**src/rtl/icache_fill_pkg.sv**
```systemverilog
// rtl/icache_fill_pkg.sv - shared types and constants for the icache line-fill engine
package icache_fill_pkg;

    // Fill engine states, in transaction order.
    typedef enum logic [2:0] {
        IDLE,
        CMD,
        ADDR,
        MODE,
        DUMMY,
        DATA,
        DRAIN,
        GAP
    } state_e;

    localparam logic [7:0] QSPI_CMD_FAST_READ_QUAD = 8'hEB;
    localparam int         NIBBLES_PER_LINE        = 8;

    // SPI periods per state (CMD is single-line bits, the rest are nibbles).
    localparam int CMD_BITS     = 8;
    localparam int ADDR_NIBBLES = 6;
    localparam int MODE_NIBBLES = 2;

    // Counter widths.
    localparam int PHASE_CNT_W = 8;
    localparam int GAP_CNT_W   = 8;
    localparam int DRAIN_CNT_W = 4;

endpackage

```
**src/rtl/icache_fill_phase.sv**
```systemverilog
// rtl/icache_fill_phase.sv - SPI clock generator and per-state period counter
//
// Ports:
//   clk, reset_n  system clock, asynchronous active-low reset
//   en_i          high while a shifting state is active; low parks sclk low
//   len_i         number of sclk periods in the current state
//   sclk_o        flash clock, clk/2, low phase first
//   phase_hi_o    current cycle is the sclk high phase (next edge ends a period)
//   last_o        the period ending at the next edge is the state's last one
module qspi_phase
    import icache_fill_pkg::*;
(
    input  logic                   clk,
    input  logic                   reset_n,
    input  logic                   en_i,
    input  logic [PHASE_CNT_W-1:0] len_i,
    output logic                   sclk_o,
    output logic                   phase_hi_o,
    output logic                   last_o
);

    logic                   sclk_q;
    logic [PHASE_CNT_W-1:0] cnt_q;

    assign sclk_o     = sclk_q;
    assign phase_hi_o = en_i & sclk_q;
    assign last_o     = phase_hi_o && (cnt_q == len_i - 1'b1);

    // The count self-clears on the last period, so the next state starts at 0
    // without the FSM having to issue an explicit load.
    always_ff @(posedge clk or negedge reset_n) begin
        if (!reset_n) begin
            sclk_q <= 1'b0;
            cnt_q  <= '0;
        end else if (!en_i) begin
            sclk_q <= 1'b0;
            cnt_q  <= '0;
        end else begin
            sclk_q <= ~sclk_q;
            if (sclk_q) begin
                cnt_q <= last_o ? '0 : cnt_q + 1'b1;
            end
        end
    end

endmodule

```
**src/rtl/icache_fill.sv**
```systemverilog
// rtl/icache_fill.sv - icache miss line fill from quad-SPI flash with 8-nibble replay burst
//
// Ports:
//   clk, reset_n        system clock, asynchronous active-low reset
//   pull, tag           miss request and line address (byte address [PA-1:2])
//   flush_all           abort any fill in progress
//   dread, wstrobe_d    nibble to cache and its valid (contiguous 8-cycle burst)
//   busy                engine not idle
//   spi_cs_n, spi_sclk  flash select and clock
//   spi_io_out/oe/in    flash quad IO drive, per-bit enable, sample
module icache_fill
    import icache_fill_pkg::*;
#(
    parameter int         PA           = 22,
    parameter int         LINE_LENGTH  = 4,
    parameter int         DUMMY_CYCLES = 4,
    parameter logic [7:0] MODE_BITS    = 8'hA0,
    parameter int         CS_GAP       = 2
) (
    input  logic          clk,
    input  logic          reset_n,
    input  logic          pull,
    input  logic [PA-3:0] tag,
    input  logic          flush_all,
    output logic [3:0]    dread,
    output logic          wstrobe_d,
    output logic          busy,
    output logic          spi_cs_n,
    output logic          spi_sclk,
    output logic [3:0]    spi_io_out,
    output logic [3:0]    spi_io_oe,
    input  logic [3:0]    spi_io_in
);

    localparam int BUF_W = LINE_LENGTH * 8;

    state_e                 state_q;
    logic [PA-3:0]          r_tag_q;
    logic [39:0]            sh_q;       // outgoing bits still to be driven
    logic [BUF_W-1:0]       buf_q;
    logic [GAP_CNT_W-1:0]   gap_q;
    logic [DRAIN_CNT_W-1:0] drn_q;
    logic                   cs_n_q;
    logic                   busy_q;
    logic                   wstrobe_q;
    logic [3:0]             dread_q;
    logic [3:0]             io_out_q;
    logic [3:0]             io_oe_q;

    logic                   running;
    logic                   ph_en;
    logic                   ph_hi;
    logic                   ph_last;
    logic [PHASE_CNT_W-1:0] phase_len;
    logic [23:0]            req_addr;

    assign running  = state_q inside {CMD, ADDR, MODE, DUMMY, DATA};
    // A flush stops the SPI clock on the same edge that raises chip select.
    assign ph_en    = running && !flush_all;
    assign req_addr = 24'({tag, 2'b00});

    always_comb begin
        phase_len = PHASE_CNT_W'(1);
        case (state_q)
            CMD:     phase_len = PHASE_CNT_W'(CMD_BITS);
            ADDR:    phase_len = PHASE_CNT_W'(ADDR_NIBBLES);
            MODE:    phase_len = PHASE_CNT_W'(MODE_NIBBLES);
            DUMMY:   phase_len = PHASE_CNT_W'(DUMMY_CYCLES);
            DATA:    phase_len = PHASE_CNT_W'(NIBBLES_PER_LINE);
            default: phase_len = PHASE_CNT_W'(1);
        endcase
    end

    qspi_phase u_phase (
        .clk        (clk),
        .reset_n    (reset_n),
        .en_i       (ph_en),
        .len_i      (phase_len),
        .sclk_o     (spi_sclk),
        .phase_hi_o (ph_hi),
        .last_o     (ph_last)
    );

    // IO is updated only on the edge ending a high phase, i.e. at the start of
    // the next low phase, so the flash always sees stable data on its rising edge.
    always_ff @(posedge clk or negedge reset_n) begin
        if (!reset_n) begin
            state_q   <= IDLE;
            r_tag_q   <= '0;
            sh_q      <= '0;
            buf_q     <= '0;
            gap_q     <= '0;
            drn_q     <= '0;
            cs_n_q    <= 1'b1;
            busy_q    <= 1'b0;
            wstrobe_q <= 1'b0;
            dread_q   <= 4'h0;
            io_out_q  <= 4'h0;
            io_oe_q   <= 4'h0;
        end else if (flush_all && state_q != IDLE && state_q != GAP) begin
            state_q   <= GAP;
            gap_q     <= GAP_CNT_W'(CS_GAP);
            cs_n_q    <= 1'b1;
            io_oe_q   <= 4'h0;
            io_out_q  <= 4'h0;
            wstrobe_q <= 1'b0;
            dread_q   <= 4'h0;
        end else begin
            case (state_q)
                IDLE: begin
                    if (pull && gap_q == '0 && !flush_all) begin
                        r_tag_q  <= tag;
                        state_q  <= CMD;
                        cs_n_q   <= 1'b0;
                        busy_q   <= 1'b1;
                        io_oe_q  <= 4'b0001;
                        io_out_q <= {3'b000, QSPI_CMD_FAST_READ_QUAD[7]};
                        // Command MSB goes out now; the rest is queued behind it.
                        sh_q     <= {QSPI_CMD_FAST_READ_QUAD[6:0], req_addr, MODE_BITS, 1'b0};
                    end
                end
                CMD: begin
                    if (ph_hi) begin
                        if (ph_last) begin
                            state_q  <= ADDR;
                            io_oe_q  <= 4'hF;
                            io_out_q <= sh_q[39:36];
                            sh_q     <= sh_q << 4;
                        end else begin
                            io_out_q <= {3'b000, sh_q[39]};
                            sh_q     <= sh_q << 1;
                        end
                    end
                end
                ADDR: begin
                    if (ph_hi) begin
                        io_out_q <= sh_q[39:36];
                        sh_q     <= sh_q << 4;
                        if (ph_last) begin
                            state_q <= MODE;
                        end
                    end
                end
                MODE: begin
                    if (ph_hi) begin
                        if (ph_last) begin
                            state_q  <= DUMMY;
                            io_oe_q  <= 4'h0;
                            io_out_q <= 4'h0;
                        end else begin
                            io_out_q <= sh_q[39:36];
                            sh_q     <= sh_q << 4;
                        end
                    end
                end
                DUMMY: begin
                    if (ph_last) begin
                        state_q <= DATA;
                    end
                end
                DATA: begin
                    if (ph_hi) begin
                        buf_q <= {buf_q[BUF_W-5:0], spi_io_in};
                        if (ph_last) begin
                            state_q <= DRAIN;
                            cs_n_q  <= 1'b1;
                            drn_q   <= '0;
                        end
                    end
                end
                DRAIN: begin
                    if (drn_q == '0) begin
                        // The line is only delivered if the cache still wants it.
                        if (pull && tag == r_tag_q) begin
                            wstrobe_q <= 1'b1;
                            dread_q   <= buf_q[BUF_W-1 -: 4];
                            buf_q     <= buf_q << 4;
                            drn_q     <= DRAIN_CNT_W'(1);
                        end else begin
                            state_q <= GAP;
                            gap_q   <= GAP_CNT_W'(CS_GAP);
                        end
                    end else if (drn_q == DRAIN_CNT_W'(NIBBLES_PER_LINE)) begin
                        wstrobe_q <= 1'b0;
                        dread_q   <= 4'h0;
                        state_q   <= GAP;
                        gap_q     <= GAP_CNT_W'(CS_GAP);
                    end else begin
                        dread_q <= buf_q[BUF_W-1 -: 4];
                        buf_q   <= buf_q << 4;
                        drn_q   <= drn_q + 1'b1;
                    end
                end
                GAP: begin
                    if (gap_q <= GAP_CNT_W'(1)) begin
                        gap_q   <= '0;
                        state_q <= IDLE;
                        busy_q  <= 1'b0;
                    end else begin
                        gap_q <= gap_q - 1'b1;
                    end
                end
                default: begin
                    state_q <= IDLE;
                end
            endcase
        end
    end

    assign dread      = dread_q;
    assign wstrobe_d  = wstrobe_q;
    assign busy       = busy_q;
    assign spi_cs_n   = cs_n_q;
    assign spi_io_out = io_out_q;
    assign spi_io_oe  = io_oe_q;

endmodule

```
**config.mk**
```make
export PLATFORM = sky130hd
export DESIGN_NAME = icache_fill
export DESIGN_NICKNAME = d
export VERILOG_FILES = /design/src/rtl/icache_fill_pkg.sv /design/src/rtl/icache_fill_phase.sv /design/src/rtl/icache_fill.sv
export SDC_FILE = /design/constraint.sdc
export NUM_CORES = 1
export LEC_CHECK = 0
export CAP_MARGIN = 10
export CORE_MARGIN = 2
export CORE_UTILIZATION = 55
export DETAILED_ROUTE_END_ITERATION = 16
export DONT_BUFFER_PORTS = 1
export PLACE_DENSITY = 0.73
export SYNTH_ARGS = -nofsm -noshare
export SYNTH_HDL_FRONTEND = slang
export SYNTH_HIERARCHICAL = 1
export SYNTH_SLANG_ARGS = --single-unit
export TNS_END_PERCENT = 20
```
**constraint.sdc**
```tcl
create_clock -name clk -period 5.8 [get_ports clk]
set_clock_uncertainty 0.05 [all_clocks]
set_input_delay 0.87 -clock clk [delete_from_list [all_inputs] [get_ports clk]]
set_output_delay 0.87 -clock clk [all_outputs]
set_load 0.03 [all_outputs]
```
## After elaboration in Yosys (flattened, before gate mapping)

Cells that the tools add are included.

| word-level totals | value |
|---|---|
| word-level logic and storage cells | 168 |
| input port bits | 28 |
| flip-flop bits (word level) | 131 |
| output and inout bits | 16 |

| cells by class | value |
|---|---|
| bitwise gates (word level) | 3 |
| $add $sub $neg | 4 |
| reduce and logical (&&, ||, !) cells | 35 |
| eq/ne operators | 36 |
| $lt $le $gt $ge | 1 |
| muxes and demuxes | 75 |

Operator list:

| cell | number |
|---|---|
| 2-to-1 mux 40 bit | 6 |
| case mux 40 bit (4 select lines) | 1 |
| 2-to-1 mux 32 bit | 4 |
| 2-to-1 mux 4 bit | 20 |
| 2-to-1 mux 8 bit | 8 |
| case mux 32 bit (2 select lines) | 1 |
| 2-to-1 mux 3 bit | 15 |
| case mux 4 bit (4 select lines) | 2 |
| inequality test 3 x 1 -> 1 bit (second input constant) | 9 |
| case mux 3 bit (8 select lines) | 1 |
| equality test 20 bit | 1 |
| case mux 8 bit (2 select lines) | 1 |
| inequality test 3 bit (second input constant) | 5 |
| AND reduction 13 bit | 1 |
| equality test 3 bit (second input constant) | 4 |
| 2-to-1 mux 1 bit | 12 |
| case mux 4 bit (3 select lines) | 1 |
| AND reduction 6 bit | 2 |
| nonzero test 3 bit | 4 |
| inequality test 2 x 1 -> 1 bit (second input constant) | 5 |
| AND reduction 5 bit | 2 |
| nonzero test 5 bit | 2 |
| AND reduction 3 bit | 3 |
| adder 8 x 1 -> 8 bit (second input constant) | 1 |
| 26 further kinds | 43 |

## Longest topological paths before layout

| depth | value |
|---|---|
| word-level depth | 10 |
| gate-level depth with buffers | 20 |
| depth with buffers taken out | 15 |

## Hierarchy

The synthesis kept the hierarchy.

Modules (own cells, without submodules):

| module | area each (um^2) | cells each | seq. area each (um^2) | times used |
|---|---|---|---|---|
| icache_fill | 5617.9 | 517 | 2854.0 | 1 |
| qspi_phase | 777.0 | 90 | 225.2 | 1 |

## Worst setup path before layout

OpenSTA, ideal clock, no wires.

| timing | value |
|---|---|
| path kind | flip-flop to flip-flop |
| start point | register state_q[1] |
| end point | register state_q[1] |
| required time | 5624 ps |
| period minus slack after synthesis | 4543 ps |
| arrival | 4367 ps |
| buffers on the path | 6 |
| stages on the path, launching flop included | 20 |
| setup time | 126 ps |
| setup slack | 1257 ps |
| cells stage by stage | dfrtp_1 buf_2 clkbuf_1 buf_1 nor2b_1 inv_1 ha_1 buf_6 xnor3_1 a32oi_1 or3b_1 a2111oi_2 and2_1 buf_2 and2_1 clkbuf_1 o32a_1 nor2_1 or3b_4 o32a_1 |

| between the ends | value |
|---|---|
| cells in the longest elaborated chain, start to end | 8 |
| elaborated cells on any way between the ends | 36 |
| those cells by class | add/sub: 1; eq/ne: 22; mux: 3; bitwise: 1; reduce/logical: 9 |

RTL lines:

| item | line | source |
|---|---|---|
| start, declared | icache_fill.sv:37 | `state_e state_q;` |
| start signal, assigned | icache_fill.sv:88 | `state_q <= IDLE;` |
| start signal, assigned | icache_fill.sv:101 | `state_q <= GAP;` |
| start signal, assigned | icache_fill.sv:113 | `state_q <= CMD;` |
| equality test 3 x 1 -> 1 bit or equality test 3 bit (tied branches) | icache_fill.sv:64 | `case (state_q)` |
| OR reduction 2 bit (no line) | n/a |  |
| case mux 4 bit (4 select lines) * | icache_fill.sv:64 |  |
| net phase_len[1] | icache_fill.sv:54 | `logic [PHASE_CNT_W-1:0] phase_len;` |
| subtractor 4 x 1 -> 5 bit * | icache_fill_phase.sv:27 | `assign last_o = phase_hi_o && (cnt_q == len_i - 1'b1);` |
| equality test 8 bit * | icache_fill_phase.sv:27 |  |
| logical AND 1 bit * | icache_fill_phase.sv:27 |  |
| net ph_last | icache_fill.sv:53 | `logic ph_last;` |
| inequality test 3 x 1 -> 1 bit (no line) | n/a |  |
| AND reduction 13 bit (no line) * | n/a |  |

Mark *: on every way through the listed nets, which the timed path passes. The rest lies on a longest branch.
A chain may end at the register's enable or synchronous reset.

## Worst setup path after layout

Ends and elaborated chain as after synthesis.

==> impl_metrics.json <==
{
  "status": "finished, final reports clean",
  "cts_made_buffers": 17,
  "grt_pass1_vias": 4667,
  "area_delta_synth_final_pct": 9.959,
  "worst_hold_slack_ps": 94.80,
  "yosys.area.top_type_share_pct": 47.74,
  "yosysTopAreaCell": "dfrtp_1",
  "worst_slew_pin_slew_ps": 835.7,
  "clk_pin_slew_worst_paths_ps": 50,
  "crit_top_cell": "and2_1",
  "r2r_setup_slack_ps": 770,
  "ys_types": 68,
  "grt_pass1_wl_um": 22830,
  "synth_cells": 607,
  "grt.overflow.total": 0,
  "synth_edf_count": 0,
  "rr_endpoint": "state_q[1]$_DFFE_PN0P_",
  "vias": 4627,
  "rr_startpoint": "state_q[1]$_DFFE_PN0P_",
  "hpwl_um": 8714,
  "drtPass1Iterations": 10,
  "ys_ff_latch": 123,
  "cts-root-buf": "clkbuf_16",
  "arrival_ps": 5280,
  "start_util_pct": 56.25,
  "dieArea_mm2": 0.01251,
  "ctsResizeCount": 0,
  "ant_nets": 0,
  "cts.path.max_buffers": 2,
  "async_flop_share_pct": 100.0,
  "drc": 0,
  "cellLeakagePower_nw": 3.107,
  "drv_cap": 0,
  "hold_viol_final": 0,
  "multiInputGateArea_mm2": 0.003074,
  "power_density_mw_per_mm2": 526.3,
  "rows": 39,
  "wl_um": 13220,
  "core_region_area_mm2": 0.01137,
  "synth_area_leaders": "dfrtp_1, mux2_1, nand2_1",
  "yosys_warnings": 6,
  "cts_tree": "yes",
  "wl_met2_um": 6228,
  "fin_crit_sh_pct": 86.67,
  "antennaDiodeCount": 0,
  "min_period_ps": 5027,
  "relSlewSlack_pct": 44.29,
  "numPortBuffers": 0,
  "grt_use_total_pct": 22.80,
  "crit_slowest_cell": "dfrtp_1",
  "holdCritPathClass": "input pin to async pin",
  "routed-wl-met3_um": 751,
  "wl_per_cell_um": 17.53,
  "gp_congestion": 0.8628,
  "ys.flop_type": "dfrtp_1",
  "path_max_fanout": 27,
  "nets": 633,
  "ctsHtreeMaxLevel": 4,
  "max_freq_mhz": 198.9,
  "drive_above_1_share_pct": 12.77,
  "peakVddDrop_mv": 0.2909,
  "fill_cells": 914,
  "synth_seq_area_share_pct": 48.15,
  "start_kind": "flip-flop",
  "rsz0062_at_grt": "false",
  "die_x_um": 111.8,
  "crit_family": "simple AND/OR/NAND/NOR gates",
  "clk_latency_ps": 420,
  "path_buf_inv": 1,
  "first_iter_violations": 435,
  "yosys-top-cells-count": "dfrtp_1, nand2_1, o21ai_0",
  "setup.worst_path.end_class": "flip-flop",
  "setup_viol": 0,
  "clock_sinks": 123,
  "report.final.slew_viol_count": 0,
  "crit_type": "flip-flop to flip-flop",
  "syn_area_mm2": 0.006395,
  "highest_layer": "met4",
  "postCtsSetupRepairBufs": 0,
  "synth_most_common_cell": "dfrtp_1",
  "die_y_um": 111.8,
  "dp_cells": 723,
  "fin_cells": 754,
  "crit_required_ps": 6050,
  "fin_ws_ps": 773.0,
  "ff_latch_area_mm2": 0.003079,
  "syn_avg_cell_area_um2": 10.54,
  "cts_hold_buffers": 0,
  "pre_cts_ws_ps": 812.3,
  "tns_ps": 0,
  "grt_max_degree": 124,
  "path_cells": "and2_1 > or2_2 > inv_1 > ha_1 > xnor3_1 > a32oi_1 > or3b_1 > a2111oi_2 > and2_1 > and2_1 > o32a_1 > nor2_1 > or3b_4 > o32a_1",
  "antenna_found_initial": 0,
  "wl_met1_um": 5965,
  "viasPerCell": 6.137,
  "slowest_delay_ps": 870,
  "io_pins": 44,
  "r2r_cells": 14
}
[routing by layer]
| metal | GRT usage, % | vias up |
|---|---|---|
| met5 | 0 | - |
| met4 | 9.383 | 0 |
| met3 | 7.458 | 25 |
| met2 | 34.59 | 126 |
| met1 | 30.44 | 2289 |
| li1 | - | 2187 |
[layout by cell type (no fill, tap or decap), types with 6 or more instances in the layout]
cell       Yosys  layout
buf_4          5       8
mux2_2         6       6
mux2_1        27      27
nor2_1        23      22
dfrtp_1      122     122
a21oi_1       21      21
o211ai_1      10      10
a222oi_1      20      20
ha_1           6       6
a22oi_1        6       6
nand2_1       78      78
nand4_1        6       6
inv_1         17      17
nand3_1       12      12
and2_1         6       6
xnor2_1       25      25
clkbuf_16      0      17
conb_1         1       8
o21ai_0       54      54
nor3_1         9       9
mux2_4        18      18
[worst reg2reg max path: stages (launching register included)]
cell and delay [ps]:
dfrtp_1 870, and2_1 380, or2_2 210, inv_1 60, ha_1 290, xnor3_1 410
a32oi_1 60, or3b_1 420, a2111oi_2 400, and2_1 440, and2_1 350, o32a_1 200
nor2_1 50, or3b_4 380, o32a_1 330
[through the flow]
step	util (%)	cell area (um2)	power, mW
2_1_floorplan	-	6421	2.415
3_3_place_gp	56.78	6456	2.595
3_5_place_dp	56.78	6456	2.668
4_1_cts	61.85	7032	3.719
5_1_grt	61.85	7032	3.954
6_report	61.85	7032	3.700
[sequential cells by signal, summed over array words and instances, names as in the netlist]
name and count:
buf_q 32, busy 1, dread 4, drn_q 4, gap_q 8, r_tag_q 20
sh_q 34, spi_cs_n 1, spi_io_oe 2, spi_io_out 4, state_q 3, u_phase/cnt_q 8
u_phase/sclk_o 1, wstrobe_d 1
[worst max-delay path by stage]
stage | slack [ps] | to | cells past startpoint | start
2_1_floorplan | 1260 | state_q[1]$_DFFE_PN0P_ | 19 | state_q[1]$_DFFE_PN0P_
3_3_place_gp | 1020 | state_q[1]$_DFFE_PN0P_ | 14 | state_q[1]$_DFFE_PN0P_
3_5_place_dp | 810 | state_q[1]$_DFFE_PN0P_ | 14 | state_q[1]$_DFFE_PN0P_
4_1_cts | 790 | state_q[1]$_DFFE_PN0P_ | 14 | state_q[1]$_DFFE_PN0P_
5_1_grt | 420 | sh_q[23]$_DFFE_PN0P_ | 14 | state_q[1]$_DFFE_PN0P_
6_report | 770 | state_q[1]$_DFFE_PN0P_ | 14 | state_q[1]$_DFFE_PN0P_
[final cells by class]
type	instances	area share (%)
Sequential cell	123	43.79
Multi-Input combinational cell	432	43.72
Clock buffer	20	6.495
Tap cell	143	2.544
Clock inverter	11	1.690
Inverter	17	0.9075
Timing Repair Buffer	8	0.8541
[report_power, final]
part	internal, mW	leakage [nW]	switching [mW]
Combinational	0.541	1.21	0.634
Clock	0.650	0.286	0.378
Sequential	1.17	1.61	0.328
Total	2.36	3.11	1.34
[kinds of logic (layout without fill, tap and decap cells)]
| logic type | Yosys count | count (layout) | synth area share [%] |
|---|---|---|---|
| AND/OR/NAND/NOR | 182 | 182 | 14.95 |
| other | 1 | 8 | 0.05864 |
| multiplexers | 54 | 54 | 10.51 |
| XOR/XNOR | 31 | 31 | 4.578 |
| AO/OA/AOI/OAI | 151 | 151 | 16.22 |
| flip-flops | 123 | 123 | 48.15 |
| buffers and inverters | 59 | 56 | 4.363 |
| adder cells (fa/ha/maj) | 6 | 6 | 1.174 |
Power figures use the tool's default switching activity.
